===== config.mk =====
export PLATFORM = sky130hd
export DESIGN_NAME = uart_ctrl
export DESIGN_NICKNAME = d
export VERILOG_FILES = /design/src/rtl/uart_ctrl.sv
export SDC_FILE = /design/constraint.sdc
export NUM_CORES = 1
export LEC_CHECK = 0
export CAP_MARGIN = 25
export CORE_MARGIN = 3
export CORE_UTILIZATION = 45
export DETAILED_ROUTE_END_ITERATION = 10
export PLACE_DENSITY = 0.62
export SLEW_MARGIN = 30
export SYNTH_ARGS = -nofsm -noshare
export SYNTH_HDL_FRONTEND = slang
export SYNTH_SLANG_ARGS = --single-unit

===== constraint.sdc =====
create_clock -name clk -period 1.9 [get_ports clk]
set_input_delay 0.38 -clock clk [delete_from_list [all_inputs] [get_ports clk]]
set_output_delay 0.38 -clock clk [all_outputs]
set_load 0.02 [all_outputs]

===== src/rtl/uart_ctrl.sv =====
// 8N1 UART with a one-byte receive holding register and a bus-bridge style
// strobe interface. TX and RX run independently from the same clock.
module uart_ctrl #(
  parameter int CLK_FREQ = 50000000,
  parameter int BAUD     = 9600
) (
  input  logic       clk,
  input  logic       rst_n,
  input  logic       uart_we_n_i,
  input  logic       uart_re_n_i,
  input  logic [7:0] uart_tx_data_i,
  output logic       uart_tx_ready_o,
  output logic       uart_rx_ready_o,
  output logic [7:0] uart_rx_data_o,
  output logic       txd_o,
  input  logic       rxd_i
);

  localparam int DIV         = CLK_FREQ / BAUD;
  localparam int CW          = $clog2(DIV);
  localparam int SYNC_STAGES = 2;

  localparam logic [CW-1:0] BIT_LAST  = CW'(DIV - 1);
  localparam logic [CW-1:0] HALF_LAST = CW'(DIV / 2 - 1);

  localparam logic [1:0] TX_IDLE  = 2'd0;
  localparam logic [1:0] TX_START = 2'd1;
  localparam logic [1:0] TX_DATA  = 2'd2;
  localparam logic [1:0] TX_STOP  = 2'd3;

  localparam logic [2:0] RX_IDLE      = 3'd0;
  localparam logic [2:0] RX_START     = 3'd1;
  localparam logic [2:0] RX_DATA      = 3'd2;
  localparam logic [2:0] RX_STOP      = 3'd3;
  localparam logic [2:0] RX_WAIT_HIGH = 3'd4;

  logic [1:0]    tx_state_reg;
  logic [CW-1:0] tx_cnt_reg;
  logic [2:0]    tx_bit_reg;
  logic [7:0]    tx_shift_reg;
  logic          txd_reg;

  logic [2:0]    rx_state_reg;
  logic [CW-1:0] rx_cnt_reg;
  logic [2:0]    rx_bit_reg;
  logic [7:0]    rx_shift_reg;
  logic [7:0]    rx_data_reg;
  logic          rx_ready_reg;

  logic          sync_reg [SYNC_STAGES];
  logic          rxd_s;

  // rxd_i is asynchronous; nothing downstream looks at it before the last stage.
  for (genvar gi = 0; gi < SYNC_STAGES; gi++) begin : g_sync
    if (gi == 0) begin : g_first
      always_ff @(posedge clk or negedge rst_n) begin
        if (!rst_n) sync_reg[gi] <= 1'b1;
        else        sync_reg[gi] <= rxd_i;
      end
    end else begin : g_rest
      always_ff @(posedge clk or negedge rst_n) begin
        if (!rst_n) sync_reg[gi] <= 1'b1;
        else        sync_reg[gi] <= sync_reg[gi-1];
      end
    end
  end

  assign rxd_s = sync_reg[SYNC_STAGES-1];

  always_ff @(posedge clk or negedge rst_n) begin
    if (!rst_n) begin
      tx_state_reg <= TX_IDLE;
      tx_cnt_reg   <= '0;
      tx_bit_reg   <= '0;
      tx_shift_reg <= '0;
      txd_reg      <= 1'b1;
    end else begin
      case (tx_state_reg)
        TX_IDLE: begin
          if (!uart_we_n_i) begin
            tx_shift_reg <= uart_tx_data_i;
            tx_cnt_reg   <= '0;
            txd_reg      <= 1'b0;
            tx_state_reg <= TX_START;
          end
        end
        TX_START: begin
          if (tx_cnt_reg == BIT_LAST) begin
            tx_cnt_reg   <= '0;
            tx_bit_reg   <= '0;
            txd_reg      <= tx_shift_reg[0];
            tx_shift_reg <= {1'b0, tx_shift_reg[7:1]};
            tx_state_reg <= TX_DATA;
          end else begin
            tx_cnt_reg <= tx_cnt_reg + CW'(1);
          end
        end
        TX_DATA: begin
          if (tx_cnt_reg == BIT_LAST) begin
            tx_cnt_reg <= '0;
            if (tx_bit_reg == 3'd7) begin
              txd_reg      <= 1'b1;
              tx_state_reg <= TX_STOP;
            end else begin
              tx_bit_reg   <= tx_bit_reg + 3'd1;
              txd_reg      <= tx_shift_reg[0];
              tx_shift_reg <= {1'b0, tx_shift_reg[7:1]};
            end
          end else begin
            tx_cnt_reg <= tx_cnt_reg + CW'(1);
          end
        end
        TX_STOP: begin
          if (tx_cnt_reg == BIT_LAST) begin
            tx_cnt_reg   <= '0;
            tx_state_reg <= TX_IDLE;
          end else begin
            tx_cnt_reg <= tx_cnt_reg + CW'(1);
          end
        end
        default: tx_state_reg <= TX_IDLE;
      endcase
    end
  end

  always_ff @(posedge clk or negedge rst_n) begin
    if (!rst_n) begin
      rx_state_reg <= RX_IDLE;
      rx_cnt_reg   <= '0;
      rx_bit_reg   <= '0;
      rx_shift_reg <= '0;
      rx_data_reg  <= '0;
      rx_ready_reg <= 1'b0;
    end else begin
      // A completing byte below overrides this clear in the same cycle.
      if (!uart_re_n_i && rx_ready_reg) rx_ready_reg <= 1'b0;
      case (rx_state_reg)
        RX_IDLE: begin
          if (!rxd_s) begin
            rx_cnt_reg   <= '0;
            rx_state_reg <= RX_START;
          end
        end
        RX_START: begin
          if (rx_cnt_reg == HALF_LAST) begin
            rx_cnt_reg   <= '0;
            rx_bit_reg   <= '0;
            rx_state_reg <= rxd_s ? RX_IDLE : RX_DATA;
          end else begin
            rx_cnt_reg <= rx_cnt_reg + CW'(1);
          end
        end
        RX_DATA: begin
          if (rx_cnt_reg == BIT_LAST) begin
            rx_cnt_reg   <= '0;
            rx_shift_reg <= {rxd_s, rx_shift_reg[7:1]};
            if (rx_bit_reg == 3'd7) rx_state_reg <= RX_STOP;
            else                    rx_bit_reg   <= rx_bit_reg + 3'd1;
          end else begin
            rx_cnt_reg <= rx_cnt_reg + CW'(1);
          end
        end
        RX_STOP: begin
          if (rx_cnt_reg == BIT_LAST) begin
            rx_cnt_reg <= '0;
            if (rxd_s) begin
              rx_data_reg  <= rx_shift_reg;
              rx_ready_reg <= 1'b1;
              rx_state_reg <= RX_IDLE;
            end else begin
              rx_state_reg <= RX_WAIT_HIGH;
            end
          end else begin
            rx_cnt_reg <= rx_cnt_reg + CW'(1);
          end
        end
        RX_WAIT_HIGH: begin
          if (rxd_s) rx_state_reg <= RX_IDLE;
        end
        default: rx_state_reg <= RX_IDLE;
      endcase
    end
  end

  assign uart_tx_ready_o = (tx_state_reg == TX_IDLE);
  assign txd_o           = txd_reg;
  assign uart_rx_ready_o = rx_ready_reg;
  assign uart_rx_data_o  = rx_data_reg;

endmodule


Word level (Yosys, flattened, before mapping)
Cells that the tools add are included.

cells by class
  add/subtract/negate cells = 4
  equality and inequality tests = 25
  mux-type cells = 44
  reductions and logical operators = 19

operators with widths
  cell                                              number
  two-way mux 13 bit                                5
  two-way mux 3 bit                                 13
  one-hot mux 13 bit (3 select lines)               1
  two-way mux 8 bit                                 4
  adder 13 x 1 -> 13 bit (second input constant)    2
  == test 13 bit (second input constant)            2
  != test 2 bit (second input constant)             13
  one-hot mux 13 bit (2 select lines)               1
  one-hot mux 8 bit (3 select lines)                1
  one-hot mux 3 bit (5 select lines)                1
  == test 13 x 12 -> 1 bit (second input constant)  1
  two-way mux 2 bit                                 6
  one-hot mux 3 bit (2 select lines)                2
  AND reduction 4 bit                               3
  AND reduction 5 bit                               2
  == test 3 bit (second input constant)             3
  two-way mux 1 bit                                 8
  one-hot mux 2 bit (4 select lines)                1
  adder 3 x 1 -> 3 bit (second input constant)      2
  == test 3 x 2 -> 1 bit (second input constant)    2
  AND reduction 6 bit                               1
  nonzero test 3 bit                                2
  == test 2 bit (second input constant)             2
  AND reduction 2 bit                               2
  other kinds (11)                                  12

storage, ports and cells
  flip-flop bits (word level) = 65
  input bits = 13
  output and inout port bits = 11
  logic and storage cells = 105

Longest topological paths before layout
  word-level depth = 6
  depth in mapped cells = 9
  mapped depth without buffers = 7

Worst setup path after synthesis
No wires, ideal clock.

  path kind = reg2reg
  start = reg tx_state_reg[0]
  end = reg tx_shift_reg[5]
  setup time = 0.123 ns
  data arrival time = 1.715 ns
  data required time = 1.777 ns
  path slack = 0.062 ns
  stages on the path, launching flop included = 10
  path buffers = 2
  clock period less this slack = 1.838 ns
  cells stage by stage = dfrtp_1 inv_1 ha_1 and2_1 clkbuf_1 nor2_1 o211a_1 buf_4 nor2_1 a21oi_1

on the way
  cells in the longest elaborated chain, start to end = 3
  elaborated cells between the ends (all ways) = 10
  those cells by class = eq/ne (6); mux (1); reduce/logical (3)

RTL lines
  element                                                               RTL line  source
  from (decl)                                                           37        logic [1:0] tx_state_reg;
  from (signal assigned)                                                72        tx_state_reg <= TX_IDLE;
  from (signal assigned)                                                84        tx_state_reg <= TX_START;
  from (signal assigned)                                                93        tx_state_reg <= TX_DATA;
  logical NOT 2 bit (*)                                                 -
  named net uart_tx_ready_o                                             12        output logic uart_tx_ready_o,
  != test 2 bit (no line) / nonzero test 3 bit (equally long branches)  -
  AND reduction 5 bit (no line)                                         -
  to (signal assigned)                                                  81        tx_shift_reg <= uart_tx_data_i;
  to (signal assigned)                                                  92        tx_shift_reg <= {1'b0, tx_shift_reg[7:1]};
  to (signal assigned)                                                  107       tx_shift_reg <= {1'b0, tx_shift_reg[7:1]};
  to (decl)                                                             40        logic [7:0] tx_shift_reg;

The timed path passes the listed nets; every way through them passes the cells marked *.
A chain may end at the register's enable or synchronous reset.

Final worst setup path
  start = reg rx_cnt_reg[0]
  end = reg rx_data_reg[7], in the netlist uart_rx_data_o[7]

on the way
  cells in the longest elaborated chain, start to end = 2

RTL lines
  element                        RTL line  source
  from (decl)                    44        logic [CW-1:0] rx_cnt_reg;
  from (signal assigned)         150       rx_cnt_reg <= rx_cnt_reg + CW'(1);
  from (signal assigned)         160       rx_cnt_reg <= rx_cnt_reg + CW'(1);
  from (signal assigned)         174       rx_cnt_reg <= rx_cnt_reg + CW'(1);
  == test 13 bit                 164       if (rx_cnt_reg == BIT_LAST) begin
  AND reduction 3 bit (no line)  -
  to (signal assigned)           167       rx_data_reg <= rx_shift_reg;
  to (decl)                      47        logic [7:0] rx_data_reg;

No other way between the ends.

==> flow_metrics.py <==
metrics = {
    "global_routing": {
        "antenna_found_initial": 0,
        "grt_pass1_wl_um": 11360,
        "gr-total-overflow": 0,
        "grt_max_degree": 66,
        "grt_pass1_vias": 2445,
        "grt_use_total_pct": 16.54,
    },
    "worst_setup_path": {
        "start_kind": "flip-flop",
        "crit_fanout": 9,
        "r2r_end": "uart_rx_data_o[7]$_DFFE_PN0P_",
        "r2r_start": "rx_cnt_reg[0]$_DFFE_PN0P_",
        "path_cells": "ha_2 > and4bb_2 > nand4_4 > nor3_4 > buf_6 > mux2_2",
        "path_buf_inv": 1,
        "r2r_setup_slack_ns": 0.06,
        "cp_slowest_stage_delay_ns": 0.35,
        "endpoint_kind": "flip-flop",
        "slowest_stage": "dfrtp_1",
        "cp_top_family": "simple AND/OR/NAND/NOR gates",
        "path_class": "flip-flop to flip-flop",
        "critPathArrivalTime_ns": 2.07,
        "ff2ff_path_depth": 6,
        "required_ns": 2.13,
    },
    "timing": {
        "fmax_ghz": 0.5422,
        "rsz0062_at_grt": "true",
        "max_slew_margin_pct": 65.32,
        "fin_crit_sh_pct": 97.07,
        "fin_skew_ns": 0.009797,
        "finalHoldViolations": 0,
        "fin_ws_ns": 0.05569,
        "tightest_slew_ns": 0.5191,
        "final-setup-viol-count": 0,
        "slew_viol_final": 0,
        "fin_crit_ns": 1.844,
    },
    "clocking": {
        "cts-buffers-inserted": 9,
        "root_buffer": "clkbuf_8",
        "clk_pin_slew_ns": 0.08,
        "worstSkewPairLatency_ns": 0.33,
        "clockBufferDepth": 2,
        "htreeDepth": 3,
        "holdBufCountCts": 0,
        "cts.sinks": 65,
        "cts_tree": "yes",
    },
    "synth": {
        "ys_async_sr_fraction_pct": 100.0,
        "synth.net_count": 344,
        "synth_area_per_cell_um2": 10.44,
        "yosysUniqueCellTypes": 55,
        "synth-edff-count": 0,
        "yosysTopAreaCell": "dfrtp_1",
        "synth_ff_type": "dfrtp_1",
        "synth.area.top_cells": "dfrtp_1, mux2_2, ha_1, o21ai_0, nor2_1",
        "ys_ff_latch": 65,
        "synth_warnings": 0,
        "synth_top_area_share_pct": 46.46,
        "syn_area_um2": 3339,
        "syn_inst": 320,
        "seq_area_frac_synth_pct": 48.82,
    },
    "pwr": {
        "vdd_drop_max_mv": 0.2846,
        "p_leak_uw": 0.001872,
        "p_sw_share_pct": 23.66,
        "p_comb_share_pct": 2.5,
        "pwr_density_cell_nw_per_um2": 601.6,
        "pwr-share-seq_pct": 56.1,
        "p_total_uw": 2475,
        "internal_power_uw": 1889,
        "p_switching_uw": 585.5,
        "clockPowerShare_pct": 41.4,
    },
    "routing": {
        "drt_iter0_drc": 129,
        "drcViolationCount": 0,
        "totalWireLength_um": 6437,
        "drt_pre_antenna_iters": 4,
        "wl_per_cell_um": 13.64,
        "vias": 2535,
        "final_antenna_net_count": 0,
        "avgViaCountPerCell": 5.371,
    },
    "layout": {
        "layout_commonest_cell": "dfrtp_1",
        "nNetsFinal": 395,
        "seq_area_um2": 1630,
        "drive_gt1_share_pct": 21.81,
        "fillers": 629,
        "area_growth_pct": 23.19,
        "multi_input_area_um2": 1674,
        "layout_common_cells": "dfrtp_1, nor2_1, nand2_1, buf_4, o21ai_0",
        "final_core_util_pct": 58.92,
        "antenna_cells": 0,
    },
    "placement": {
        "numPortBuffers": 23,
        "post-place-ws_ns": -0.006466,
        "dp_hpwl_um": 4401,
        "gp_congestion": 0.8541,
    },
    "status": {
        "status": "finished clean",
    },
    "hold_path": {
        "min_path_type": "primary input to async pin",
    },
    "floorplanning": {
        "die_area_um2": 8491,
        "pin_count": 24,
        "die-width_um": 92.15,
        "row_count": 30,
        "initial_core_util_pct": 47.83,
        "core_um2": 6982,
        "die_h_um": 92.15,
    },
    "flow_run": {
        "cap_violations": 0,
    },
}
layer usage:
layer	track usage (%)	wire length, um
met1	22.85	3113
met3	2.871	216
met4	6.931	80
met2	25.67	3026
met5	0	0
synth_stat cells (all sizes together) (2+ instances only):
master  instances
or3             4
mux2i           7
a31oi           6
nand2          23
clkbuf          4
o21ai          27
nand2b          3
and3            3
a21oi          19
ha             11
dfrtp          62
nand3          18
a21bo           2
a22o            5
nor3            9
nor2b           3
mux2           17
nor2           30
buf             8
and4bb          3
nand4           5
nor3b           5
a21o            6
dfstp           3
a211oi          3
and2            2
inv            10
xor2            5
a41oi           2
worst max path at each step:
stage / start / endpoint / slack [ns] / depth (start not counted)
after CTS: txd_o$_DFFE_PN1P_ / txd_o / 0.03 / 1
final: rx_cnt_reg[0]$_DFFE_PN0P_ / uart_rx_data_o[7]$_DFFE_PN0P_ / 0.06 / 6
after global routing: rx_cnt_reg[0]$_DFFE_PN0P_ / rx_shift_reg[0]$_DFFE_PN0P_ / -0.06 / 6
after floorplan: tx_state_reg[0]$_DFFE_PN0P_ / tx_shift_reg[5]$_DFFE_PN0P_ / 0.06 / 9
after detailed placement: rx_cnt_reg[1]$_DFFE_PN0P_ / rx_cnt_reg[5]$_DFFE_PN0P_ / -0.006 / 6
after global placement: rx_cnt_reg[0]$_DFFE_PN0P_ / rx_cnt_reg[5]$_DFFE_PN0P_ / 0.11 / 6
layout make-up:
class,instances,share of cell area (%)
clock buffer,10,3.102
clock inverter,6,1.095
inverter,10,0.9124
multi-input combinational,234,40.69
sequential,65,39.63
tap,96,2.920
timing repair buffer,51,11.65
worst register-to-register path, stage by stage (launching register included):
cell,delay [ns]
dfrtp_1,0.35
ha_2,0.21
and4bb_2,0.26
nand4_4,0.20
nor3_4,0.18
buf_6,0.18
mux2_2,0.34
power by group through the flow:
stage	Combinational, uW	Sequential (uW)	Clock [uW]
2_1_floorplan	5.95	1420	0
3_3_place_gp	63.5	1420	0
3_5_place_dp	64.1	1420	0
4_1_cts	64.1	1390	1060
5_1_grt	69.8	1390	1120
6_report	60.8	1390	1020
kinds of logic (layout without fill, tap and decap cells):
kind of cell | Yosys count | in the layout | share of synthesized area, %
mux | 24 | 24 | 7.831
xor+xnor | 6 | 6 | 1.574
flops | 65 | 65 | 48.82
fa+ha+maj | 11 | 11 | 4.121
buf+inv | 22 | 77 | 3.222
compound gates | 75 | 76 | 14.58
simple gates | 117 | 117 | 19.86
metrics by stage:
step / setup TNS, ns / hold slack, ns / cell area [um2] / instances
after global routing: -0.7657 / 0.07634 / 4114 / 472
after detailed placement: -0.006466 / 0.3473 / 3855 / 454
after floorplan: 0 / 0.08441 / 3339 / 320
after CTS: 0 / 0.05771 / 4035 / 470
after global placement: 0 / 0.3461 / 3855 / 454
final: 0 / 0.03577 / 4114 / 472
what timing repair did:
item | in CTS | in global routing
gates cloned | 0 | 1
pin swaps | 0 | 1
gates resized for setup | 2 | 17
setup endpoints to repair | 2 | 28
buffers inserted | 0 | 1
endpoints found under the hold margin | 0 | 0
Note: power is estimated with default switching activity, not from simulation.
